--- config.mk ---
export PLATFORM = sky130hd
export DESIGN_NAME = musb_muldiv_flat
export DESIGN_NICKNAME = d
export VERILOG_FILES = /design/src/rtl/musb_muldiv_pkg.sv /design/src/rtl/musb_muldiv_if.sv /design/src/rtl/musb_div_iter.sv /design/src/rtl/musb_muldiv.sv /design/src/flat_wrapper.sv
export SDC_FILE = /design/constraint.sdc
export NUM_CORES = 2
export LEC_CHECK = 0
export CORE_ASPECT_RATIO = 1.2
export CORE_MARGIN = 5
export CORE_UTILIZATION = 61
export DETAILED_ROUTE_END_ITERATION = 16
export PLACE_DENSITY_LB_ADDON = 0.1
export SLEW_MARGIN = 30
export SYNTH_ARGS = -nofsm -noshare
export SYNTH_HDL_FRONTEND = slang
export SYNTH_SLANG_ARGS = --single-unit
--- constraint.sdc ---
create_clock -name clk -period 15.3 [get_ports clk]
set_input_delay 1.53 -clock clk [delete_from_list [all_inputs] [get_ports clk]]
set_output_delay 1.53 -clock clk [all_outputs]
set_load 0.02 [all_outputs]
--- src/rtl/musb_muldiv_pkg.sv ---
// Shared types for the multiply/divide unit: op codes, FSM states, operand context.
package musb_muldiv_pkg;

    localparam int unsigned XLEN  = 32;
    localparam int unsigned CNT_W = 5;

    typedef enum logic [3:0] {
        OP_NONE  = 4'd0,
        OP_MULT  = 4'd1,
        OP_MULTU = 4'd2,
        OP_DIV   = 4'd3,
        OP_DIVU  = 4'd4,
        OP_MTHI  = 4'd5,
        OP_MTLO  = 4'd6,
        OP_MFHI  = 4'd7,
        OP_MFLO  = 4'd8
    } muldiv_op_e;

    typedef enum logic [2:0] {
        ST_IDLE = 3'd0,
        ST_MUL1 = 3'd1,
        ST_MUL2 = 3'd2,
        ST_DIV  = 3'd3,
        ST_FIX  = 3'd4
    } muldiv_state_e;

    // Operands captured when a MULT/DIV is accepted; used until the result is written.
    typedef struct packed {
        logic            is_signed;
        logic [XLEN-1:0] a;
        logic [XLEN-1:0] b;
    } muldiv_ctx_t;

    // Two's-complement magnitude; 0x80000000 maps to itself, which is correct unsigned.
    function automatic logic [XLEN-1:0] abs_val(input logic [XLEN-1:0] x);
        return x[XLEN-1] ? (XLEN'(0) - x) : x;
    endfunction

endpackage

--- src/rtl/musb_muldiv_if.sv ---
// EX-stage <-> mul/div unit signal bundle.
//   master: drives op, operands, flush, pipe_stall; sees stall, result, hi, lo.
//   slave : the mul/div unit.
interface musb_muldiv_if;
    import musb_muldiv_pkg::*;

    muldiv_op_e      ex_muldiv_op;
    logic [XLEN-1:0] ex_data_rs;
    logic [XLEN-1:0] ex_data_rt;
    logic            ex_flush;
    logic            pipe_stall;
    logic            muldiv_stall;
    logic [XLEN-1:0] muldiv_result;
    logic [XLEN-1:0] hi;
    logic [XLEN-1:0] lo;

    modport master (
        output ex_muldiv_op, ex_data_rs, ex_data_rt, ex_flush, pipe_stall,
        input  muldiv_stall, muldiv_result, hi, lo
    );

    modport slave (
        input  ex_muldiv_op, ex_data_rs, ex_data_rt, ex_flush, pipe_stall,
        output muldiv_stall, muldiv_result, hi, lo
    );
endinterface

--- src/rtl/musb_div_iter.sv ---
// 32-step restoring divider on unsigned magnitudes, one quotient bit per cycle.
//   start     : load operands (counter = 31)
//   done_c    : high during the final step (counter = 0)
//   quotient  : quotient shift register (valid the cycle after done_c)
//   remainder : partial remainder (valid the cycle after done_c)
module musb_div_iter
    import musb_muldiv_pkg::*;
(
    input  logic            clk,
    input  logic            rst,
    input  logic            start,
    input  logic [XLEN-1:0] dividend,
    input  logic [XLEN-1:0] divisor,
    output logic            done_c,
    output logic [XLEN-1:0] quotient,
    output logic [XLEN-1:0] remainder
);

    logic             running_q;
    logic [CNT_W-1:0] cnt_q;
    logic [XLEN-1:0]  rem_q;
    logic [XLEN-1:0]  quo_q;
    logic [XLEN-1:0]  dsr_q;

    logic [XLEN:0]    shifted_c;
    logic [XLEN:0]    diff_c;
    logic             take_c;

    // Trial subtraction of the divisor from the shifted partial remainder.
    always_comb begin
        shifted_c = {rem_q, quo_q[XLEN-1]};
        diff_c    = shifted_c - {1'b0, dsr_q};
        take_c    = ~diff_c[XLEN];
        done_c    = running_q && (cnt_q == CNT_W'(0));
    end

    always_ff @(posedge clk or posedge rst) begin
        if (rst) begin
            running_q <= 1'b0;
            cnt_q     <= '0;
            rem_q     <= '0;
            quo_q     <= '0;
            dsr_q     <= '0;
        end else if (start) begin
            running_q <= 1'b1;
            cnt_q     <= CNT_W'(XLEN - 1);
            rem_q     <= '0;
            quo_q     <= dividend;
            dsr_q     <= divisor;
        end else if (running_q) begin
            rem_q <= take_c ? diff_c[XLEN-1:0] : shifted_c[XLEN-1:0];
            quo_q <= {quo_q[XLEN-2:0], take_c};
            cnt_q <= cnt_q - CNT_W'(1);
            if (cnt_q == CNT_W'(0)) running_q <= 1'b0;
        end
    end

    assign quotient  = quo_q;
    assign remainder = rem_q;

endmodule

--- src/rtl/musb_muldiv.sv ---
// EX-stage multiply/divide unit owning HI/LO. MULT/DIV run in the background;
// later HI/LO ops stall (combinationally) until the unit is idle.
//   clk, rst : clock, async active-high reset
//   bus      : slave side of musb_muldiv_if (op/operands in, stall/result/hi/lo out)
module musb_muldiv
    import musb_muldiv_pkg::*;
(
    input  logic               clk,
    input  logic               rst,
    musb_muldiv_if.slave       bus
);

    muldiv_state_e   state_q, state_d;
    muldiv_ctx_t     ctx_q;
    logic [2*XLEN-1:0] prod_q;
    logic [XLEN-1:0] hi_q, lo_q;

    logic            valid_c, accept_c, div_start_c, div_done_c;
    logic            stall_c;
    logic [XLEN-1:0] result_c;
    logic [XLEN-1:0] div_a_c, div_b_c, quo_c, rem_c;
    logic [XLEN-1:0] fix_hi_c, fix_lo_c;
    logic [2*XLEN-1:0] ext_a_c, ext_b_c;

    musb_div_iter u_div (
        .clk       (clk),
        .rst       (rst),
        .start     (div_start_c),
        .dividend  (div_a_c),
        .divisor   (div_b_c),
        .done_c    (div_done_c),
        .quotient  (quo_c),
        .remainder (rem_c)
    );

    // Next state, acceptance, stall and MFHI/MFLO read-out.
    always_comb begin
        state_d     = state_q;
        accept_c    = 1'b0;
        div_start_c = 1'b0;
        valid_c     = (bus.ex_muldiv_op != OP_NONE) && !bus.ex_flush;
        stall_c     = (state_q != ST_IDLE) && valid_c;
        result_c    = '0;
        if (bus.ex_muldiv_op == OP_MFHI) result_c = hi_q;
        if (bus.ex_muldiv_op == OP_MFLO) result_c = lo_q;
        case (state_q)
            ST_IDLE: begin
                if (valid_c && !bus.pipe_stall) begin
                    accept_c = 1'b1;
                    case (bus.ex_muldiv_op)
                        OP_MULT, OP_MULTU: state_d = ST_MUL1;
                        OP_DIV, OP_DIVU: begin
                            state_d     = ST_DIV;
                            div_start_c = 1'b1;
                        end
                        default: ;
                    endcase
                end
            end
            ST_MUL1: state_d = ST_MUL2;
            ST_MUL2: state_d = ST_IDLE;
            ST_DIV:  if (div_done_c) state_d = ST_FIX;
            ST_FIX:  state_d = ST_IDLE;
            default: state_d = ST_IDLE;
        endcase
    end

    // Divider operands: magnitudes for DIV, raw for DIVU.
    always_comb begin
        div_a_c = bus.ex_data_rs;
        div_b_c = bus.ex_data_rt;
        if (bus.ex_muldiv_op == OP_DIV) begin
            div_a_c = abs_val(bus.ex_data_rs);
            div_b_c = abs_val(bus.ex_data_rt);
        end
    end

    // Sign/zero-divisor correction of the raw divider result.
    always_comb begin
        fix_lo_c = quo_c;
        fix_hi_c = rem_c;
        if (ctx_q.b == '0) begin
            fix_lo_c = '1;
            fix_hi_c = ctx_q.a;
        end else if (ctx_q.is_signed) begin
            if (ctx_q.a[XLEN-1] ^ ctx_q.b[XLEN-1]) fix_lo_c = XLEN'(0) - quo_c;
            if (ctx_q.a[XLEN-1])                   fix_hi_c = XLEN'(0) - rem_c;
        end
    end

    // Sign- or zero-extend operands so a 64-bit product is exact for both forms.
    always_comb begin
        ext_a_c = {{XLEN{ctx_q.is_signed & ctx_q.a[XLEN-1]}}, ctx_q.a};
        ext_b_c = {{XLEN{ctx_q.is_signed & ctx_q.b[XLEN-1]}}, ctx_q.b};
    end

    always_ff @(posedge clk or posedge rst) begin
        if (rst) state_q <= ST_IDLE;
        else     state_q <= state_d;
    end

    // Operand capture, product register and HI/LO update.
    always_ff @(posedge clk or posedge rst) begin
        if (rst) begin
            ctx_q  <= '0;
            prod_q <= '0;
            hi_q   <= '0;
            lo_q   <= '0;
        end else begin
            if (accept_c) begin
                case (bus.ex_muldiv_op)
                    OP_MULT, OP_MULTU, OP_DIV, OP_DIVU: begin
                        ctx_q.is_signed <= (bus.ex_muldiv_op == OP_MULT) ||
                                           (bus.ex_muldiv_op == OP_DIV);
                        ctx_q.a         <= bus.ex_data_rs;
                        ctx_q.b         <= bus.ex_data_rt;
                    end
                    OP_MTHI: hi_q <= bus.ex_data_rs;
                    OP_MTLO: lo_q <= bus.ex_data_rs;
                    default: ;
                endcase
            end
            if (state_q == ST_MUL1) prod_q <= ext_a_c * ext_b_c;
            if (state_q == ST_MUL2) {hi_q, lo_q} <= prod_q;
            if (state_q == ST_FIX) begin
                hi_q <= fix_hi_c;
                lo_q <= fix_lo_c;
            end
        end
    end

    assign bus.muldiv_stall  = stall_c;
    assign bus.muldiv_result = result_c;
    assign bus.hi            = hi_q;
    assign bus.lo            = lo_q;

endmodule

--- src/flat_wrapper.sv ---
// flat-port wrapper written by rule: the top's interface ports become plain ports
module musb_muldiv_flat import musb_muldiv_pkg::*;
  (clk, rst, bus_ex_muldiv_op, bus_ex_data_rs, bus_ex_data_rt, bus_ex_flush, bus_pipe_stall, bus_muldiv_stall, bus_muldiv_result, bus_hi, bus_lo);
  musb_muldiv_if bus_i ();
  input  logic clk;
  input  logic rst;
  input wire logic [$bits(bus_i.ex_muldiv_op)-1:0] bus_ex_muldiv_op;
  input wire logic [$bits(bus_i.ex_data_rs)-1:0] bus_ex_data_rs;
  input wire logic [$bits(bus_i.ex_data_rt)-1:0] bus_ex_data_rt;
  input wire logic [$bits(bus_i.ex_flush)-1:0] bus_ex_flush;
  input wire logic [$bits(bus_i.pipe_stall)-1:0] bus_pipe_stall;
  output wire logic [$bits(bus_i.muldiv_stall)-1:0] bus_muldiv_stall;
  output wire logic [$bits(bus_i.muldiv_result)-1:0] bus_muldiv_result;
  output wire logic [$bits(bus_i.hi)-1:0] bus_hi;
  output wire logic [$bits(bus_i.lo)-1:0] bus_lo;
  assign bus_i.ex_muldiv_op = bus_ex_muldiv_op;
  assign bus_i.ex_data_rs = bus_ex_data_rs;
  assign bus_i.ex_data_rt = bus_ex_data_rt;
  assign bus_i.ex_flush = bus_ex_flush;
  assign bus_i.pipe_stall = bus_pipe_stall;
  assign bus_muldiv_stall = bus_i.muldiv_stall;
  assign bus_muldiv_result = bus_i.muldiv_result;
  assign bus_hi = bus_i.hi;
  assign bus_lo = bus_i.lo;
  musb_muldiv u_core (.clk(clk), .rst(rst), .bus(bus_i));
endmodule
==> results summary <==
The largest net degree at the start of global routing came out at ~110. The clock sink total is between 200 and 300. Across the run, the number of max-cap violations was 0. The final design utilization came out at 0.651. The setup violation total in the final timing report came out at 0. For this run, the register share of the synthesized area comes to 0.135. The library cells used most frequently in the layout, excluding fill and tap cells, are sky130_fd_sc_hd__inv_1, sky130_fd_sc_hd__fa_1, sky130_fd_sc_hd__nand2_1.

The data arrival time of the critical path is roughly 10 ns. At the worst endpoint, the required time is about 16 ns. The remaining number of nets flagged by the antenna check after routing came out at 0. The number of buffers added by the clock tree synthesis step is 31.

The number of antenna violations at the first check in global routing was 6. The placeable core region is 90,400 um2. The yosys synthesis warning count came out at 0.

The count of flip-flops with a built-in enable after synthesis came out at 0. The hold buffer count at CTS came out at 0. The count of cell types in the netlist came out at 80. Timing would allow up to slightly above 100 MHz. The critical path start-end classification is flop to flop. The highest metal layer carrying signal wires in the routed design is met5. The deepest level of the CTS H-tree is 1. Setup repair after global routing left no endpoint under its margin. The first detailed-routing pass ran for 7 iterations.

The actual slew at the worst max-slew pin came out at ~1.1 ns. The via count of the first global-routing pass is between 40,000 and 50,000. STA classifies the critical path startpoint as a flop. The floorplan step set the die height to around 340 um. The starting density of the core is 0.611.

Leaving out fill and tap cells, the most frequent cell in the layout is sky130_fd_sc_hd__inv_1. The cell sitting at the root of the clock tree is a sky130_fd_sc_hd__clkbuf_16. The count of pins on the block boundary is ~170. Routability-driven placement finished with a final weighted congestion of just under 1.

The area growth from synthesis to layout came out at 6.42%. After synthesis, the cell types taking the most area are sky130_fd_sc_hd__fa_1, sky130_fd_sc_hd__dfrtp_1, sky130_fd_sc_hd__inv_1, sky130_fd_sc_hd__nand2_1, sky130_fd_sc_hd__ha_1. The area share of the leading cell type in the synthesized netlist is 0.408. The synthesized netlist net count came out at between 7,000 and 8,000. The per-cell routed wire length is 24.5 um. The synthesized instance count is roughly 6,100. The met2 wirelength from detailed routing is about 83,000 um. TritonCTS built the clock tree. The most critical setup path has its startpoint at u_core.ctx_q[64]. Summing every instance area after synthesis gives about 55,000 um2. The tightest min-delay check is of the flop to flop type. The floorplan has 121 rows. Adding up every negative setup slack in the final design gives 0 ns.

The clock insertion delay at the later pin of the skew report is about 0.62 ns. The fraction of synthesis flops using an asynchronous set or reset pin came out at 1.00. The number of gates resized after cts is 0. The run finished with clean final reports. The die footprint is around 97,000 um2. The number of nets in the finished design came out at about 7,500. The largest clock skew in the final design came out at around 0.019 ns. The post-DP HPWL is around 130,000 um. Dividing the final minimum period by the clock period gives 0.642.

The leading area contributor after synthesis is sky130_fd_sc_hd__fa_1. Counting I/O delays and the setup requirement, the final critical path takes between 9 and 10 ns. The post-CTS repair timing setup buffer count came out at 0. Dividing the synthesized area by the synthesized cell count gives 9.04 um2. In this run the critical register-to-register path is launched from u_core.ctx_q[64]. The total routed wirelength is approximately 180,000 um. The initial detailed-routing violation count came out at 3,772.

The first global-routing pass estimated roughly 270,000 um of wire. In the routed design, unresolved DRC markers number 0. STA classifies the critical path endpoint as a flop. In the final layout, the share of cells above drive strength 1 is 0.0431. The total number of vias came out at around 44,000. Wire segments on met3 add up to about 16,000 um in the final route. The maximum clock insertion buffer count came out at 3. In this run, synthesis produced a sequential element count of between 200 and 300. Using the TritonRoute via totals, the vias-per-cell ratio works out to 6.05. The final global-route overflow total is 0.

The detailed router put a total of 63,000 um of wire on met1. The worst hold path begins at u_core.prod_q[31]. The die width is between 200 and 300 um. In the global route stage, overall resource usage came out at 0.369.

The clock edge transition at the registers on the reported setup and hold paths is about 0.080 ns. The highest net fanout along the worst path is 23. The final hold violation count is 0. Among all flip-flop cells after synthesis, the most frequent one is sky130_fd_sc_hd__dfrtp_1.

The number of max-slew violations in the final report came out at 0. Measured against its own limit, the worst slew margin works out to 0.280. The port buffer count is 168.
cells by family after synthesis:
family / Yosys count / synth area share
flops: 298 / 0.135
xor+xnor: 219 / 0.0348
compound gates: 818 / 0.0914
buf+inv: 1520 / 0.104
simple gates: 1761 / 0.148
fa+ha+maj: 1377 / 0.465
mux: 118 / 0.0227
per-stage QoR:
stage	cell area, um2	worst slack (ns)	hold slack [ns]	std cells
CTS	58800	5.50	0.473	7201
detailed placement	57700	5.55	0.458	7143
global route	58800	4.99	0.504	7202
floorplan	55300	5.54	0.439	6111
finish	58800	5.47	0.475	7204
global placement	57700	5.78	0.450	7143
synth_stat cells, types with 9 or more instances:
cell,instances
sky130_fd_sc_hd__dfrtp_1,298
sky130_fd_sc_hd__o41ai_1,11
sky130_fd_sc_hd__o221ai_1,14
sky130_fd_sc_hd__nand2b_1,13
sky130_fd_sc_hd__and2_1,359
sky130_fd_sc_hd__nor2b_1,12
sky130_fd_sc_hd__and3_1,29
sky130_fd_sc_hd__nand3_1,44
sky130_fd_sc_hd__a211oi_1,22
sky130_fd_sc_hd__a31oi_1,22
sky130_fd_sc_hd__o21ai_0,255
sky130_fd_sc_hd__nand4_1,16
sky130_fd_sc_hd__ha_1,251
sky130_fd_sc_hd__a221oi_1,20
sky130_fd_sc_hd__o211ai_1,14
sky130_fd_sc_hd__a21o_1,52
sky130_fd_sc_hd__nor4_1,26
sky130_fd_sc_hd__fa_1,1126
sky130_fd_sc_hd__or2_2,10
sky130_fd_sc_hd__a22o_1,32
sky130_fd_sc_hd__xnor2_1,136
sky130_fd_sc_hd__nor3_1,37
sky130_fd_sc_hd__nand2_1,1042
sky130_fd_sc_hd__mux2_2,57
sky130_fd_sc_hd__mux2i_1,61
sky130_fd_sc_hd__nor2_1,123
sky130_fd_sc_hd__buf_1,11
sky130_fd_sc_hd__xor2_1,82
sky130_fd_sc_hd__a21oi_1,248
sky130_fd_sc_hd__o31ai_1,38
sky130_fd_sc_hd__or3_1,9
sky130_fd_sc_hd__clkbuf_1,373
sky130_fd_sc_hd__inv_1,1130
sky130_fd_sc_hd__o21bai_1,16
sky130_fd_sc_hd__o21a_1,18
path summary, 6_finish.rpt:
check	endpoint	slack, ns	cells after the start
max	u_core.prod_q[63]	5.47	26
min	u_core.prod_q[31]	0.47	2
max reg2reg	u_core.prod_q[63]	5.47	26
min reg2reg	u_core.prod_q[31]	0.47	2
max in group asynchronous	u_core.prod_q[47]	12.46	3
min in group asynchronous	u_core.u_div.cnt_q[0]	1.48	2
worst max-delay path: stages (launching register included):
cell and delay [ns]:
sky130_fd_sc_hd__dfrtp_1 0.33, sky130_fd_sc_hd__buf_4 0.32, sky130_fd_sc_hd__and2_1 0.76, sky130_fd_sc_hd__buf_4 0.39, sky130_fd_sc_hd__nand2_1 0.14, sky130_fd_sc_hd__inv_1 0.16
sky130_fd_sc_hd__fa_1 0.49, sky130_fd_sc_hd__fa_1 0.56, sky130_fd_sc_hd__fa_1 0.65, sky130_fd_sc_hd__inv_1 0.32, sky130_fd_sc_hd__fa_1 1.04, sky130_fd_sc_hd__inv_1 0.32
sky130_fd_sc_hd__fa_1 0.52, sky130_fd_sc_hd__fa_1 0.54, sky130_fd_sc_hd__inv_1 0.05, sky130_fd_sc_hd__fa_1 0.47, sky130_fd_sc_hd__fa_1 0.50, sky130_fd_sc_hd__inv_1 0.05
sky130_fd_sc_hd__ha_1 0.34, sky130_fd_sc_hd__nand4_1 0.15, sky130_fd_sc_hd__a21oi_1 0.06, sky130_fd_sc_hd__a211oi_1 0.36, sky130_fd_sc_hd__o221ai_1 0.21, sky130_fd_sc_hd__o21ai_0 0.32
sky130_fd_sc_hd__a21oi_1 0.14, sky130_fd_sc_hd__o31a_1 0.29, sky130_fd_sc_hd__o31ai_1 0.22
layer usage:
layer  vias up  track usage
met5         -            0
met4         4        0.226
met3       707       0.0707
met2      2342        0.606
met1     22000        0.453
li1      18500            -
sequential cells by signal, indices dropped and copies added (netlist names):
signal                  flops
u_core.bus.lo              32
u_core.state_q              3
u_core.prod_q              64
u_core.ctx_q               65
u_core.bus.hi              32
u_core.u_div.quotient      32
u_core.u_div.running_q      1
u_core.u_div.cnt_q          5
u_core.u_div.dsr_q         32
u_core.u_div.remainder     32
layout make-up:
class	instances	area, um2
timing repair buffer	255	2360
sequential	298	7460
clock inverter	19	244
clock buffer	39	856
tap	1168	1460
fill	7704	31600
antenna	2	5.00
inverter	1130	4250
multi-input combinational	4293	42200
Power is not shown: default switching activity piles up to over one toggle a cycle in this logic, so the estimate is an artifact.
